File: config.mk
export PLATFORM = sky130hd
export DESIGN_NAME = counter_arbiter_flat
export DESIGN_NICKNAME = d
export VERILOG_FILES = /design/src/rtl/counter_arbiter_pkg.sv /design/src/rtl/counter_arbiter_if.sv /design/src/rtl/counter_arbiter_rr_picker.sv /design/src/rtl/counter_arbiter.sv /design/src/flat_wrapper.sv
export SDC_FILE = /design/constraint.sdc
export NUM_CORES = 1
export LEC_CHECK = 0
export ABC_AREA = 1
export CAP_MARGIN = 15
export CORE_MARGIN = 2
export CORE_UTILIZATION = 25
export DETAILED_ROUTE_END_ITERATION = 7
export MAX_ROUTING_LAYER = met4
export PLACE_DENSITY_LB_ADDON = 0.25
export SLEW_MARGIN = 10
export SYNTH_ARGS = -nofsm -noshare
export SYNTH_HDL_FRONTEND = slang
export SYNTH_SLANG_ARGS = --single-unit
File: constraint.sdc
create_clock -name clock -period 2.1 [get_ports clock]
set_input_delay 0.525 -clock clock [delete_from_list [all_inputs] [get_ports clock]]
set_output_delay 0.525 -clock clock [all_outputs]
set_load 0.005 [all_outputs]
File: src/rtl/counter_arbiter_pkg.sv
// Shared constants for the counter arbiter: FSM encoding and default sizing.
package counter_arb_pkg;

  localparam int unsigned DEF_NUM_REQ    = 4;
  localparam int unsigned DEF_MAX_CYCLES = 16;
  localparam int unsigned DEF_CW         = 5;

  localparam logic [1:0] ST_IDLE  = 2'd0;
  localparam logic [1:0] ST_CLEAR = 2'd1;
  localparam logic [1:0] ST_RUN   = 2'd2;
  localparam logic [1:0] ST_DONE  = 2'd3;

endpackage

File: src/rtl/counter_arbiter_if.sv
// Requester-side bus of the counter arbiter.
// master = requester logic, slave = arbiter.
interface counter_arbiter_if #(
  parameter int unsigned NUM_REQ = 4
);

  logic [NUM_REQ-1:0] req;
  logic [NUM_REQ-1:0] w_in;
  logic [NUM_REQ-1:0] grant;
  logic [NUM_REQ-1:0] done;
  logic               hit;
  logic [2:0]         result_state;
  logic               busy;

  modport master (
    output req, w_in,
    input  grant, done, hit, result_state, busy
  );

  modport slave (
    input  req, w_in,
    output grant, done, hit, result_state, busy
  );

endinterface

File: src/rtl/counter_arbiter_rr_picker.sv
// Combinational round-robin priority encoder: first set req bit at or after
// 'start', wrapping modulo NUM_REQ.
module rr_picker #(
  parameter int unsigned NUM_REQ = 4,
  parameter int unsigned IW      = 2
) (
  input  logic [NUM_REQ-1:0] req,
  input  logic [IW-1:0]      start,
  output logic [NUM_REQ-1:0] onehot,
  output logic [IW-1:0]      idx,
  output logic               valid
);

  // Scan NUM_REQ positions beginning at start; first hit wins.
  always_comb begin
    int unsigned k;
    onehot = '0;
    idx    = '0;
    valid  = 1'b0;
    k      = 0;
    for (int unsigned i = 0; i < NUM_REQ; i++) begin
      k = 32'(start) + i;
      if (k >= NUM_REQ) k = k - NUM_REQ;
      if (!valid && req[k]) begin
        valid     = 1'b1;
        onehot[k] = 1'b1;
        idx       = IW'(k);
      end
    end
  end

endmodule

File: src/rtl/counter_arbiter.sv
// Round-robin controller sharing one external 3-bit sequence counter among
// NUM_REQ requesters. Each session: grant, clear counter, steer w, report.
module counter_arbiter
  import counter_arb_pkg::*;
#(
  parameter int unsigned NUM_REQ    = DEF_NUM_REQ,
  parameter int unsigned MAX_CYCLES = DEF_MAX_CYCLES,
  parameter int unsigned CW         = DEF_CW
) (
  input  logic                clock,
  input  logic                reset,
  counter_arbiter_if.slave    bus,
  output logic                cnt_reset,
  output logic                cnt_w,
  input  logic [2:0]          cnt_state,
  input  logic                cnt_trigger
);

  localparam int unsigned IW = (NUM_REQ > 1) ? $clog2(NUM_REQ) : 1;

  logic [1:0]         state;
  logic [IW-1:0]      winner;
  logic [IW-1:0]      ptr;
  logic [CW-1:0]      run_cnt;

  logic [NUM_REQ-1:0] pick_onehot;
  logic [IW-1:0]      pick_idx;
  logic               pick_valid;
  logic [IW-1:0]      ptr_next;
  logic               run_exit;

  rr_picker #(
    .NUM_REQ (NUM_REQ),
    .IW      (IW)
  ) u_picker (
    .req    (bus.req),
    .start  (ptr),
    .onehot (pick_onehot),
    .idx    (pick_idx),
    .valid  (pick_valid)
  );

  // Search start after the current winner, wrapping past the last requester.
  always_comb begin
    ptr_next = (winner == IW'(NUM_REQ - 1)) ? '0 : winner + 1'b1;
  end

  // Any RUN exit condition; hit is decided separately by trigger priority.
  always_comb begin
    run_exit = cnt_trigger || !bus.req[winner] || (run_cnt == CW'(MAX_CYCLES - 1));
  end

  // Only the winner's w reaches the counter, and only while running.
  always_comb begin
    cnt_w = (state == ST_RUN) ? bus.w_in[winner] : 1'b0;
  end

  // Session FSM and all registered outputs.
  always_ff @(posedge clock) begin
    if (reset) begin
      state            <= ST_IDLE;
      bus.grant        <= '0;
      bus.done         <= '0;
      bus.hit          <= 1'b0;
      bus.result_state <= '0;
      bus.busy         <= 1'b0;
      cnt_reset        <= 1'b1;
      ptr              <= '0;
      winner           <= '0;
      run_cnt          <= '0;
    end else begin
      case (state)
        ST_IDLE: begin
          bus.done  <= '0;
          cnt_reset <= 1'b0;
          if (pick_valid) begin
            bus.grant <= pick_onehot;
            winner    <= pick_idx;
            bus.busy  <= 1'b1;
            cnt_reset <= 1'b1;
            state     <= ST_CLEAR;
          end
        end
        ST_CLEAR: begin
          cnt_reset <= 1'b0;
          run_cnt   <= '0;
          state     <= ST_RUN;
        end
        ST_RUN: begin
          run_cnt <= run_cnt + 1'b1;
          if (run_exit) begin
            bus.done         <= bus.grant;
            bus.hit          <= cnt_trigger;
            bus.result_state <= cnt_state;
            bus.grant        <= '0;
            ptr              <= ptr_next;
            state            <= ST_DONE;
          end
        end
        default: begin
          bus.done <= '0;
          bus.busy <= 1'b0;
          state    <= ST_IDLE;
        end
      endcase
    end
  end

endmodule

File: src/flat_wrapper.sv
// flat-port wrapper written by rule: the top's interface ports become plain ports
module counter_arbiter_flat import counter_arb_pkg::*;
#(
  parameter int unsigned NUM_REQ    = DEF_NUM_REQ,
  parameter int unsigned MAX_CYCLES = DEF_MAX_CYCLES,
  parameter int unsigned CW         = DEF_CW
)
  (clock, reset, cnt_reset, cnt_w, cnt_state, cnt_trigger, bus_req, bus_w_in, bus_grant, bus_done, bus_hit, bus_result_state, bus_busy);
  counter_arbiter_if #(.NUM_REQ(NUM_REQ)) bus_i ();
  input  logic clock;
  input  logic reset;
  output logic cnt_reset;
  output logic cnt_w;
  input  logic [2:0] cnt_state;
  input  logic cnt_trigger;
  input wire logic [$bits(bus_i.req)-1:0] bus_req;
  input wire logic [$bits(bus_i.w_in)-1:0] bus_w_in;
  output wire logic [$bits(bus_i.grant)-1:0] bus_grant;
  output wire logic [$bits(bus_i.done)-1:0] bus_done;
  output wire logic [$bits(bus_i.hit)-1:0] bus_hit;
  output wire logic [$bits(bus_i.result_state)-1:0] bus_result_state;
  output wire logic [$bits(bus_i.busy)-1:0] bus_busy;
  assign bus_i.req = bus_req;
  assign bus_i.w_in = bus_w_in;
  assign bus_grant = bus_i.grant;
  assign bus_done = bus_i.done;
  assign bus_hit = bus_i.hit;
  assign bus_result_state = bus_i.result_state;
  assign bus_busy = bus_i.busy;
  counter_arbiter #(.NUM_REQ(NUM_REQ), .MAX_CYCLES(MAX_CYCLES), .CW(CW)) u_core (.clock(clock), .reset(reset), .bus(bus_i), .cnt_reset(cnt_reset), .cnt_w(cnt_w), .cnt_state(cnt_state), .cnt_trigger(cnt_trigger));
endmodule
==> qor.yml, run 1 <==
finish:
  n_fill_cell: 655
  final_nets: 300
  fin_util: 0.355
  drive_gt1_frac: 0.168
  n_antenna_cell: 0
  seq_area_um2: 500
  final_area_mm2: 0.00214
  area_growth_pct: 35.2
  multiInputGateArea_um2: 972
critical_path:
  startpoint: "bus_w_in[2]"
  cp_cell_sequence: "clkdlybuf4s50_1 -> nor2_1 -> nor2_1 -> o21ai_0 -> a21boi_1 -> buf_2"
  worstSetupPathType: "primary input to output port"
  start_kind: "primary input"
  ff2ff_path_depth: 11
  crit_arrival_ns: 1.43
  worst_path_most_repeated_cell: "nor2_1"
  crit_family: "buffers and inverters"
  cpPeakStageDelay_ns: 0.45
  r2r_slack_ns: 0.27
  cp.required_ns: 1.57
  crit_buf_inv: 2
  cp_max_fo: 1
  endpoint_kind: "output port"
  r2r_end: "u_core.winner[1]$_SDFFE_PP0P_"
  crit_path_end: "cnt_w"
  regToRegStartpoint: "u_core.ptr[0]$_SDFFE_PP0P_"
  cp.depth: 6
  crit_slowest_cell: "clkdlybuf4s50_1"
global_route:
  grt_max_degree: 16
  gr-total-overflow: 0
  grt_pass1_vias: 1512
  grt_pass1_wl_um: 6840
  antenna_found_initial: 0
  grtUsageTotal: 0.119
cts:
  cts_tree: "done"
  path_clk_slew_ns: 0.09
  cts_setup_buffers: 0
  clock_sinks: 25
  worstSkewPairLatency_ns: 0.27
  cts_buffers: 3
  clock_path_buffers: 2
  hold_buffers: 0
  h-tree-depth: 1
  cts_root_buf: "clkbuf_8"
synthesis:
  synth.avg_cell_area_um2: 7.06
  synth_cells: 224
  post_synth_main_area_contributors: "dfxtp_1, nand2_1, ha_1, nand3_1, a21oi_1"
  ys.warnings.count: 0
  ys_ff_latch: 25
  ys_seq_area_frac: 0.316
  syn-cell-area_mm2: 0.00158
  synthArstFlopShare: 0
  yosysTopAreaCellShare: 0.316
  synth_edf_count: 0
  syn_nets: 250
  synthDistinctLibCells: 29
  ys.flop_type: "dfxtp_1"
  synth_top_area_cell: "dfxtp_1"
detailed_routing:
  top_layer_used: "met4"
  wl_met2_um: 1670
  viasPerCell: 4.62
  wl_per_cell_um: 11.2
  drt_iter0_drc: 59
  ant_nets: 0
  drt-met1-wl_um: 1980
  first_pass_iters: 4
  wl_um: 3900
  vias: 1608
  drc_errors: 0
  wl_met3_um: 234
floorplanning:
  row_count: 28
  top_level_ports: 29
  initial_core_util: 0.262
  fp.dieH_um: 83.5
  die_x_um: 83.5
  fp.dieArea_mm2: 0.00698
  coreArea_mm2: 0.00603
placed_design:
  gp_congestion: 0.842
  portBuffers: 28
  place_area_mm2: 0.00209
  hpwl_um: 3080
sta:
  setup_viol_count_final: 0
  fin_skew_ns: 0.00295
  max_freq_mhz: 512
  fin_tns_setup_ns: 0
  slew_headroom: 0.798
  fin_crit_sh: 0.929
  rsz0062_at_grt: "false"
  period_minus_slack_ns: 1.95
  hold_viol: 0
  tightestPinTransition_ns: 0.302
  drv_slew: 0
power:
  ir_drop_v: 0.000376
  powerDensity_mw_per_mm2: 1180
  p_leak_nw: 0.903
  total_power_mw: 2.51
min_path:
  hold_class: "flip-flop to flip-flop"
  hold_depth: 2
flow_run:
  maxCapViolations: 0
outcome:
  run_status: "complete, no violations"
==> cells by family after synthesis <==
logic type	synth area share
adders and majority gates	0.0949
DFF	0.316
buffers and inverters	0.0704
AOI/OAI and AO/OA	0.157
and+or+nand+nor	0.362
==> placed cells by master, fill, tap and decap left out, drive strengths merged, types with 3 or more instances in the layout <==
cell / netlist / final
a21boi: 5 / 5
ha: 12 / 12
clkdlybuf4s50: 0 / 27
a21oi: 22 / 22
o21ai: 11 / 11
nor3: 7 / 7
dfxtp: 25 / 25
buf: 1 / 23
nor2: 20 / 20
clkbuf: 4 / 3
inv: 22 / 22
nand3: 25 / 25
nand2: 58 / 58
nand4: 6 / 6
==> worst min-delay path by stage <==
stage,from,to
floorplan,u_core.run_cnt[4]$_SDFFE_PP0N_,u_core.run_cnt[4]$_SDFFE_PP0N_
global placement,u_core.bus.done[2]$_SDFFE_PP0P_,u_core.bus.done[2]$_SDFFE_PP0P_
detailed placement,u_core.bus.hit$_SDFFE_PP0P_,u_core.bus.hit$_SDFFE_PP0P_
CTS,u_core.bus.done[1]$_SDFFE_PP0P_,u_core.bus.done[1]$_SDFFE_PP0P_
global route,u_core.bus.hit$_SDFFE_PP0P_,u_core.bus.hit$_SDFFE_PP0P_
finish,u_core.bus.done[2]$_SDFFE_PP0P_,u_core.bus.done[2]$_SDFFE_PP0P_
==> worst reg2reg max path, delay by kind of cell (launching register included) <==
family / cells / cell delay (ns)
simple gates: 6 / 0.64
flops: 1 / 0.38
fa+ha+maj: 1 / 0.35
compound gates: 1 / 0.12
buf+inv: 3 / 0.24
==> cells in the mapped netlist, types with 2 or more instances <==
library cell  number
a21oi_1           21
nor2_1            18
a21boi_0           5
dfxtp_1           25
nand2_1           48
ha_1              12
clkbuf_1           4
nand3_1           23
nand4_1            5
nand2_2            8
inv_1             21
o21ai_0            9
nor2_4             2
nand2_4            2
nor3_1             7
==> layout make-up <==
class | count | share of cell area
multi-input cells | 172 | 0.455
well taps | 75 | 0.0439
clock inverters | 1 | 0.00234
clock buffers | 3 | 0.0193
inverters | 22 | 0.0398
flip-flops and latches | 25 | 0.234
repair buffers | 50 | 0.206
==> layer usage <==
metal	GRT usage	vias to the layer above
li1	-	847
met1	0.163	719
met2	0.181	37
met3	0.0326	5
met4	0.0132	0
met5	-	-
==> sequential cells by signal, indices dropped and copies added (netlist names) <==
register	count
u_core.bus.busy	1
u_core.bus.done	4
u_core.bus.grant	4
u_core.bus.hit	1
u_core.bus.result_state	3
u_core.cnt_reset	1
u_core.ptr	2
u_core.run_cnt	5
u_core.state	2
u_core.winner	2
==> report_power, final <==
part	internal, mW	switching, mW
Clock	0.133	0.155
Sequential	0.590	0.0957
Combinational	0.683	0.857
Total	1.41	1.11
==> through the flow <==
stage / std cells / setup slack [ns] / hold WS, ns
floorplan: 224 / 0.288 / 0.456
global placement: 344 / -0.276 / 0.456
detailed placement: 344 / -0.275 / 0.459
CTS: 348 / 0.00158 / 0.478
global route: 348 / 0.00431 / 0.501
finish: 348 / 0.149 / 0.475
==> timing repair <==
item | 4_1_cts | 5_1_grt
hold endpoints to repair | 0 | 0
pin swaps | 0 | 1
gates resized for setup | 3 | 3
gates cloned | 0 | 0
setup endpoints to repair | 1 | 5
Power figures use the tool's default switching activity.
==> run 2, diff against run 1 <==
TNS_END_PERCENT = 20   (was not set)
==> run 2 against run 1 <==
Against the previous run: critical path depth unchanged; die area is the same; sequential power is essentially flat; combinational power hardly changed; critical path type unchanged; critical endpoint unchanged; utilization grew 0.10 points; largest power group unchanged; sequential share of layout area shrank 0.068 points; worst setup slack lost 0.11 ns; via count unchanged.
==> qor.yml, run 2 (synthesis results as in run 1) <==
cts:
  cts_setup_buffers: 0  # unchanged
  h-tree-depth: 1  # unchanged
  cts_tree: "done"  # unchanged
  clock_sinks: 25  # unchanged
  cts_root_buf: "clkbuf_8"  # unchanged
  cts_buffers: 3  # unchanged
  clock_path_buffers: 2  # unchanged
  path_clk_slew_ns: 0.09  # about the same
  hold_buffers: 0  # unchanged
  worstSkewPairLatency_ns: 0.27  # about the same
finish:
  area_growth_pct: 35.6  # was 35.2%
  final_cell_mix: "nand2_1, clkdlybuf4s50_1, dfxtp_1, nand3_1, buf_4"  # unchanged
  final_cells: 348  # unchanged
  largest_reg_flops: 5  # unchanged
  drive_gt1_frac: 0.168  # unchanged
  multiInputGateArea_um2: 972  # unchanged
  largestRegisters: "u_core.run_cnt (5), u_core.bus.done (4), u_core.bus.grant (4)"  # unchanged
  seq_area_um2: 500  # unchanged
  final_nets: 300  # unchanged
  n_antenna_cell: 0  # unchanged
  regMostFlops: "u_core.run_cnt"  # unchanged
  n_fill_cell: 653  # was 655
  layout_commonest_cell: "nand2_1"  # unchanged
  final_area_mm2: 0.00214  # about the same
power:
  clkPwrFrac: 0.115  # about the same
  powerDensity_mw_per_mm2: 1170  # was 1180 mW/mm²
  p_comb_frac: 0.613  # about the same
  total_power_mw: 2.52  # was 2.51 mW
  internal-power_mw: 1.41  # about the same
  ir_drop_v: 0.000376  # about the same
  seq_power_share: 0.272  # was 0.273
  power.share.switching: 0.440  # was 0.441
  p_switching_mw: 1.11  # about the same
  p_leak_nw: 0.902  # was 0.903 nW
detailed_routing:
  wl_met3_um: 226  # was 234 µm
  vias: 1608  # unchanged
  drt-met1-wl_um: 1990  # was 1980 µm
  drt_iter0_drc: 59  # unchanged
  viasPerCell: 4.62  # unchanged
  ant_nets: 0  # unchanged
  first_pass_iters: 4  # unchanged
  drc_errors: 0  # unchanged
  wl_per_cell_um: 11.2  # about the same
  top_layer_used: "met4"  # unchanged
  wl_um: 3910  # was 3900 µm
  wl_met2_um: 1670  # unchanged
critical_path:
  cpPeakStageDelay_ns: 0.46  # was 0.45 ns
  cp_max_fo: 1  # unchanged
  endpoint_kind: "output port"  # unchanged
  r2r_end: "u_core.winner[1]$_SDFFE_PP0P_"  # unchanged
  regToRegStartpoint: "u_core.ptr[0]$_SDFFE_PP0P_"  # unchanged
  crit_slowest_cell: "clkdlybuf4s50_1"  # unchanged
  ff2ff_path_depth: 11  # unchanged
  cp.required_ns: 1.57  # about the same
  worstSetupPathType: "primary input to output port"  # unchanged
  r2r_slack_ns: 0.27  # about the same
  crit_buf_inv: 2  # unchanged
  crit_family: "buffers and inverters"  # unchanged
  start_kind: "primary input"  # unchanged
  cp_cell_sequence: "clkdlybuf4s50_1 -> nor2_1 -> nor2_1 -> o21ai_0 -> a21boi_1 -> clkdlybuf4s15_2"  # was clkdlybuf4s50_1 -> nor2_1 -> nor2_1 -> o21ai_0 -> a21boi_1 -> buf_2
  worst_path_most_repeated_cell: "nor2_1"  # unchanged
  crit_arrival_ns: 1.54  # was 1.43 ns
global_route:
  grtUsageTotal: 0.119  # unchanged
  grt_max_degree: 16  # unchanged
  antenna_found_initial: 0  # unchanged
  gr-total-overflow: 0  # unchanged
  grt_pass1_vias: 1512  # unchanged
  grt_pass1_wl_um: 6840  # unchanged
outcome:
  run_status: "complete, no violations"  # unchanged
floorplanning:
  coreArea_mm2: 0.00603  # unchanged
  die_x_um: 83.5  # unchanged
  fp.dieH_um: 83.5  # unchanged
  fp.dieArea_mm2: 0.00698  # unchanged
  row_count: 28  # unchanged
  top_level_ports: 29  # unchanged
  initial_core_util: 0.262  # unchanged
sta:
  max_freq_mhz: 485  # was 512 MHz
  hold_viol: 0  # unchanged
  slew_headroom: 0.798  # unchanged
  fin_crit_sh: 0.981  # was 0.929
  drv_slew: 0  # unchanged
  rsz0062_at_grt: "true"  # was false
  layout_setup_ws_ns: 0.0399  # was 0.149 ns
  setup_viol_count_final: 0  # unchanged
  hold_ws_ns: 0.475  # unchanged
  tightestPinTransition_ns: 0.302  # unchanged
  period_minus_slack_ns: 2.06  # was 1.95 ns
  fin_skew_ns: 0.00297  # was 0.00295 ns
placed_design:
  portBuffers: 28  # unchanged
  gp_congestion: 0.842  # unchanged
  dp_slack_ns: -0.275  # unchanged
  hpwl_um: 3080  # unchanged
  placed_cells: 344  # unchanged
  place_area_mm2: 0.00209  # unchanged
min_path:
  hold_class: "flip-flop to flip-flop"  # unchanged
  min_from: "u_core.bus.done[2]$_SDFFE_PP0P_"  # unchanged
  min_to: "u_core.bus.done[2]$_SDFFE_PP0P_"  # unchanged
  hold_depth: 2  # unchanged
flow_run:
  maxCapViolations: 0  # unchanged
-- run 2: cell type report --
| cell class | instances | area share |
|---|---|---|
| multi-input cells | 172 | 0.453 |
| clock buffers | 3 | 0.0193 |
| repair buffers | 50 | 0.208 |
| well taps | 75 | 0.0438 |
| clock inverters | 1 | 0.00233 |
| flip-flops and latches | 25 | 0.233 |
| inverters | 22 | 0.0397 |
-- run 2: power by group through the flow --
stage	combinational [mW]	clock, mW	sequential [mW]
floorplan	0.960	0	0.696
global placement	1.54	0	0.699
detailed placement	1.55	0	0.698
CTS	1.55	0.304	0.688
global route	1.73	0.326	0.705
finish	1.54	0.288	0.686
-- run 2: worst reg2reg max path, delay by kind of cell, from the launching register on --
family,cells,cell delay (ns)
adders and majority gates,1,0.35
AOI/OAI and AO/OA,1,0.12
DFF,1,0.38
and+or+nand+nor,6,0.64
buffers and inverters,3,0.24
-- run 2: how the worst max path moves through the flow --
| stage | from | slack [ns] | cells past startpoint | to |
|---|---|---|---|---|
| CTS | bus_w_in[0] | 0.002 | 6 | cnt_w |
| detailed placement | bus_w_in[0] | -0.28 | 6 | cnt_w |
| global placement | bus_w_in[0] | -0.28 | 6 | cnt_w |
| finish | bus_w_in[0] | 0.04 | 6 | cnt_w |
| global route | bus_w_in[0] | -0.03 | 6 | cnt_w |
| floorplan | u_core.ptr[0]$_SDFFE_PP0P_ | 0.29 | 11 | u_core.winner[1]$_SDFFE_PP0P_ |
-- run 2: repair_timing --
action,4_1_cts,5_1_grt
gates resized for setup,3,2
setup endpoints to repair,1,5
gates cloned,0,0
-- run 2: stage by stage --
step	utilization	setup TNS (ns)
2_1_floorplan	-	0
3_3_place_gp	0.348	-0.323
3_5_place_dp	0.348	-0.350
4_1_cts	0.355	0
5_1_grt	0.356	-0.0300
6_report	0.356	0
-- run 2: metal layers --
metal | global-route usage | up-vias
li1 | - | 847
met5 | - | -
met4 | 0.0132 | 0
met2 | 0.181 | 37
met1 | 0.163 | 719
met3 | 0.0326 | 5
==> run 3, diff against run 2 <==
CORE_UTILIZATION = 45   (was 25)
CTS_CLUSTER_DIAMETER = 50   (was not set)
HOLD_SLACK_MARGIN = 0.08   (was not set)
==> run 3 against run 2 <==
Against the previous run: non-clock buffer count fell by 10; combinational power fell by 7%; utilization grew 24 points; global-route usage rose by 7.3 points; cell count decreased by 11%; worst setup slack improved by 0.12 ns; clock power shrank 23%.
==> qor.yml, run 3 (synthesis results as in run 1) <==
finish:
  area_growth_pct: 27.0  # was 35.6%
  final_cell_mix: "nand2_1, clkdlybuf4s50_1, dfxtp_1, nand3_1"  # was nand2_1, clkdlybuf4s50_1, dfxtp_1, nand3_1, buf_4
  n_fill_cell: 335  # was 653
  layout_commonest_cell: "nand2_1"  # unchanged
  final_cells: 309  # was 348
  fin_util: 0.597  # was 0.356
  final_nets: 290  # was 300
  regMostFlops: "u_core.run_cnt"  # unchanged
  final_area_mm2: 0.00201  # was 0.00214 mm²
  largestRegisters: "u_core.run_cnt (5), u_core.bus.done (4), u_core.bus.grant (4)"  # unchanged
  drive_gt1_frac: 0.133  # was 0.168
  largest_reg_flops: 5  # unchanged
  n_antenna_cell: 0  # unchanged
placed_design:
  gp_congestion: 0.844  # was 0.842
  portBuffers: 28  # unchanged
  place_area_mm2: 0.00198  # was 0.00209 mm²
  placed_cells: 305  # was 344
  hpwl_um: 2680  # was 3080 µm
critical_path:
  r2r_end: "u_core.bus.grant[2]$_SDFFE_PP0P_"  # was u_core.winner[1]$_SDFFE_PP0P_
  endpoint_kind: "output port"  # unchanged
  cp_max_fo: 1  # unchanged
  crit_slowest_cell: "clkdlybuf4s50_1"  # unchanged
  cp_cell_sequence: "clkdlybuf4s50_1 -> nor2_1 -> nor2_1 -> o21ai_1 -> a21boi_1 -> buf_2"  # was clkdlybuf4s50_1 -> nor2_1 -> nor2_1 -> o21ai_0 -> a21boi_1 -> clkdlybuf4s15_2
  worstSetupPathType: "primary input to output port"  # unchanged
  r2r_slack_ns: 0.27  # about the same
  startpoint: "bus_w_in[2]"  # was bus_w_in[0]
  cp.required_ns: 1.57  # about the same
  worst_path_most_repeated_cell: "nor2_1"  # unchanged
  crit_path_end: "cnt_w"  # unchanged
  cpPeakStageDelay_ns: 0.45  # was 0.46 ns
  start_kind: "primary input"  # unchanged
  regToRegStartpoint: "u_core.ptr[0]$_SDFFE_PP0P_"  # unchanged
  ff2ff_path_depth: 10  # was 11
  crit_arrival_ns: 1.42  # was 1.54 ns
sta:
  slew_headroom: 0.807  # was 0.798
  hold_viol: 0  # unchanged
  fin_tns_setup_ns: 0  # unchanged
  max_freq_mhz: 515  # was 485 MHz
  fin_crit_sh: 0.925  # was 0.981
  fin_skew_ns: 0.00528  # was 0.00297 ns
  setup_viol_count_final: 0  # unchanged
  drv_slew: 0  # unchanged
  tightestPinTransition_ns: 0.289  # was 0.302 ns
  period_minus_slack_ns: 1.94  # was 2.06 ns
  rsz0062_at_grt: "false"  # was true
floorplanning:
  fp.dieArea_mm2: 0.00400  # was 0.00698 mm²
  fp.dieH_um: 63.3  # was 83.5 µm
  top_level_ports: 29  # unchanged
  initial_core_util: 0.470  # was 0.262
  coreArea_mm2: 0.00336  # was 0.00603 mm²
  row_count: 21  # was 28
  die_x_um: 63.3  # was 83.5 µm
cts:
  clock_path_buffers: 2  # unchanged
  cts_tree: "done"  # unchanged
  cts_root_buf: "clkbuf_4"  # was clkbuf_8
  cts_setup_buffers: 0  # unchanged
  h-tree-depth: 1  # unchanged
  path_clk_slew_ns: 0.14  # was 0.09 ns
  clock_sinks: 25  # unchanged
  cts_buffers: 3  # unchanged
  worstSkewPairLatency_ns: 0.32  # was 0.27 ns
global_route:
  grt_pass1_wl_um: 6190  # was 6840 µm
  grt_max_degree: 16  # unchanged
  antenna_found_initial: 0  # unchanged
  grtUsageTotal: 0.192  # was 0.119
  gr-total-overflow: 0  # unchanged
  grt_pass1_vias: 1471  # was 1,512
power:
  ir_drop_v: 0.000604  # was 0.000376 V
  total_power_mw: 2.33  # was 2.52 mW
  p_leak_nw: 0.845  # was 0.902 nW
  powerDensity_mw_per_mm2: 1160  # was 1170 mW/mm²
min_path:
  hold_class: "flip-flop to flip-flop"  # unchanged
detailed_routing:
  drt_iter0_drc: 62  # was 59
  viasPerCell: 5.08  # was 4.62
  wl_per_cell_um: 11.0  # was 11.2 µm
  vias: 1571  # was 1,608
  first_pass_iters: 4  # unchanged
  drc_errors: 0  # unchanged
  wl_um: 3410  # was 3910 µm
  ant_nets: 0  # unchanged
outcome:
  run_status: "complete, no violations"  # unchanged
flow_run:
  maxCapViolations: 0  # unchanged
-- run 3: cell types whose count changed in the layout (fill, tap and decap cells not counted), sizes merged --
cell | before | now
clkinvlp | 0 | 1
buf | 22 | 13
clkinv | 1 | 0
clkdlybuf4s15 | 1 | 0
-- run 3: worst min-delay path by stage --
stage / start / end / slack [ns] / cells after the start
floorplan: u_core.run_cnt[4]$_SDFFE_PP0N_ / u_core.run_cnt[4]$_SDFFE_PP0N_ / 0.46 / 2
global placement: u_core.bus.done[1]$_SDFFE_PP0P_ / u_core.bus.done[1]$_SDFFE_PP0P_ / 0.45 / 2
detailed placement: u_core.bus.done[0]$_SDFFE_PP0P_ / u_core.bus.done[0]$_SDFFE_PP0P_ / 0.45 / 2
CTS: u_core.bus.done[0]$_SDFFE_PP0P_ / u_core.bus.done[0]$_SDFFE_PP0P_ / 0.47 / 2
global route: u_core.bus.done[0]$_SDFFE_PP0P_ / u_core.bus.done[0]$_SDFFE_PP0P_ / 0.49 / 2
finish: u_core.bus.hit$_SDFFE_PP0P_ / u_core.bus.hit$_SDFFE_PP0P_ / 0.47 / 2
-- run 3: timing repair --
item,4_1_cts,5_1_grt
endpoints found under the setup margin,1,1
resized for setup,2,4
hold buffers,0,0
pin swaps,0,1
-- run 3: through the flow --
stage	hold slack [ns]	worst slack, ns
2_1_floorplan	0.456	0.288
3_3_place_gp	0.453	-0.269
3_5_place_dp	0.454	-0.296
4_1_cts	0.475	0.00967
5_1_grt	0.490	0.00622
6_report	0.469	0.157
-- run 3: final cells by class --
| cell class | count | area, µm² | area share |
|---|---|---|---|
| multi-input cells | 172 | 970 | 0.483 |
| flip-flops and latches | 25 | 500 | 0.249 |
| repair buffers | 40 | 365 | 0.182 |
| inverters | 22 | 85.1 | 0.0424 |
| well taps | 46 | 57.6 | 0.0287 |
| clock buffers | 3 | 22.5 | 0.0112 |
| clock inverters | 1 | 7.51 | 0.00374 |
-- run 3: metal layers --
metal	track usage	wire length (µm)	vias up
li1	-	-	827
met3	0.0321	154	2
met2	0.316	1590	39
met5	-	0	-
met4	0.0326	17	0
met1	0.252	1650	703
-- run 3: power breakdown --
group / internal (mW) / leakage (nW) / switching [mW] / total, mW
Sequential: 0.590 / 0.204 / 0.0906 / 0.680
Combinational: 0.609 / 0.627 / 0.819 / 1.43
Clock: 0.0727 / 0.0139 / 0.150 / 0.223
Total: 1.27 / 0.845 / 1.06 / 2.33
-- run 3: critical path: cells and delay by family --
| family | cells | cell delay, ns |
|---|---|---|
| AO/OA/AOI/OAI | 2 | 0.20 |
| buffers and inverters | 2 | 0.57 |
| AND/OR/NAND/NOR | 2 | 0.12 |
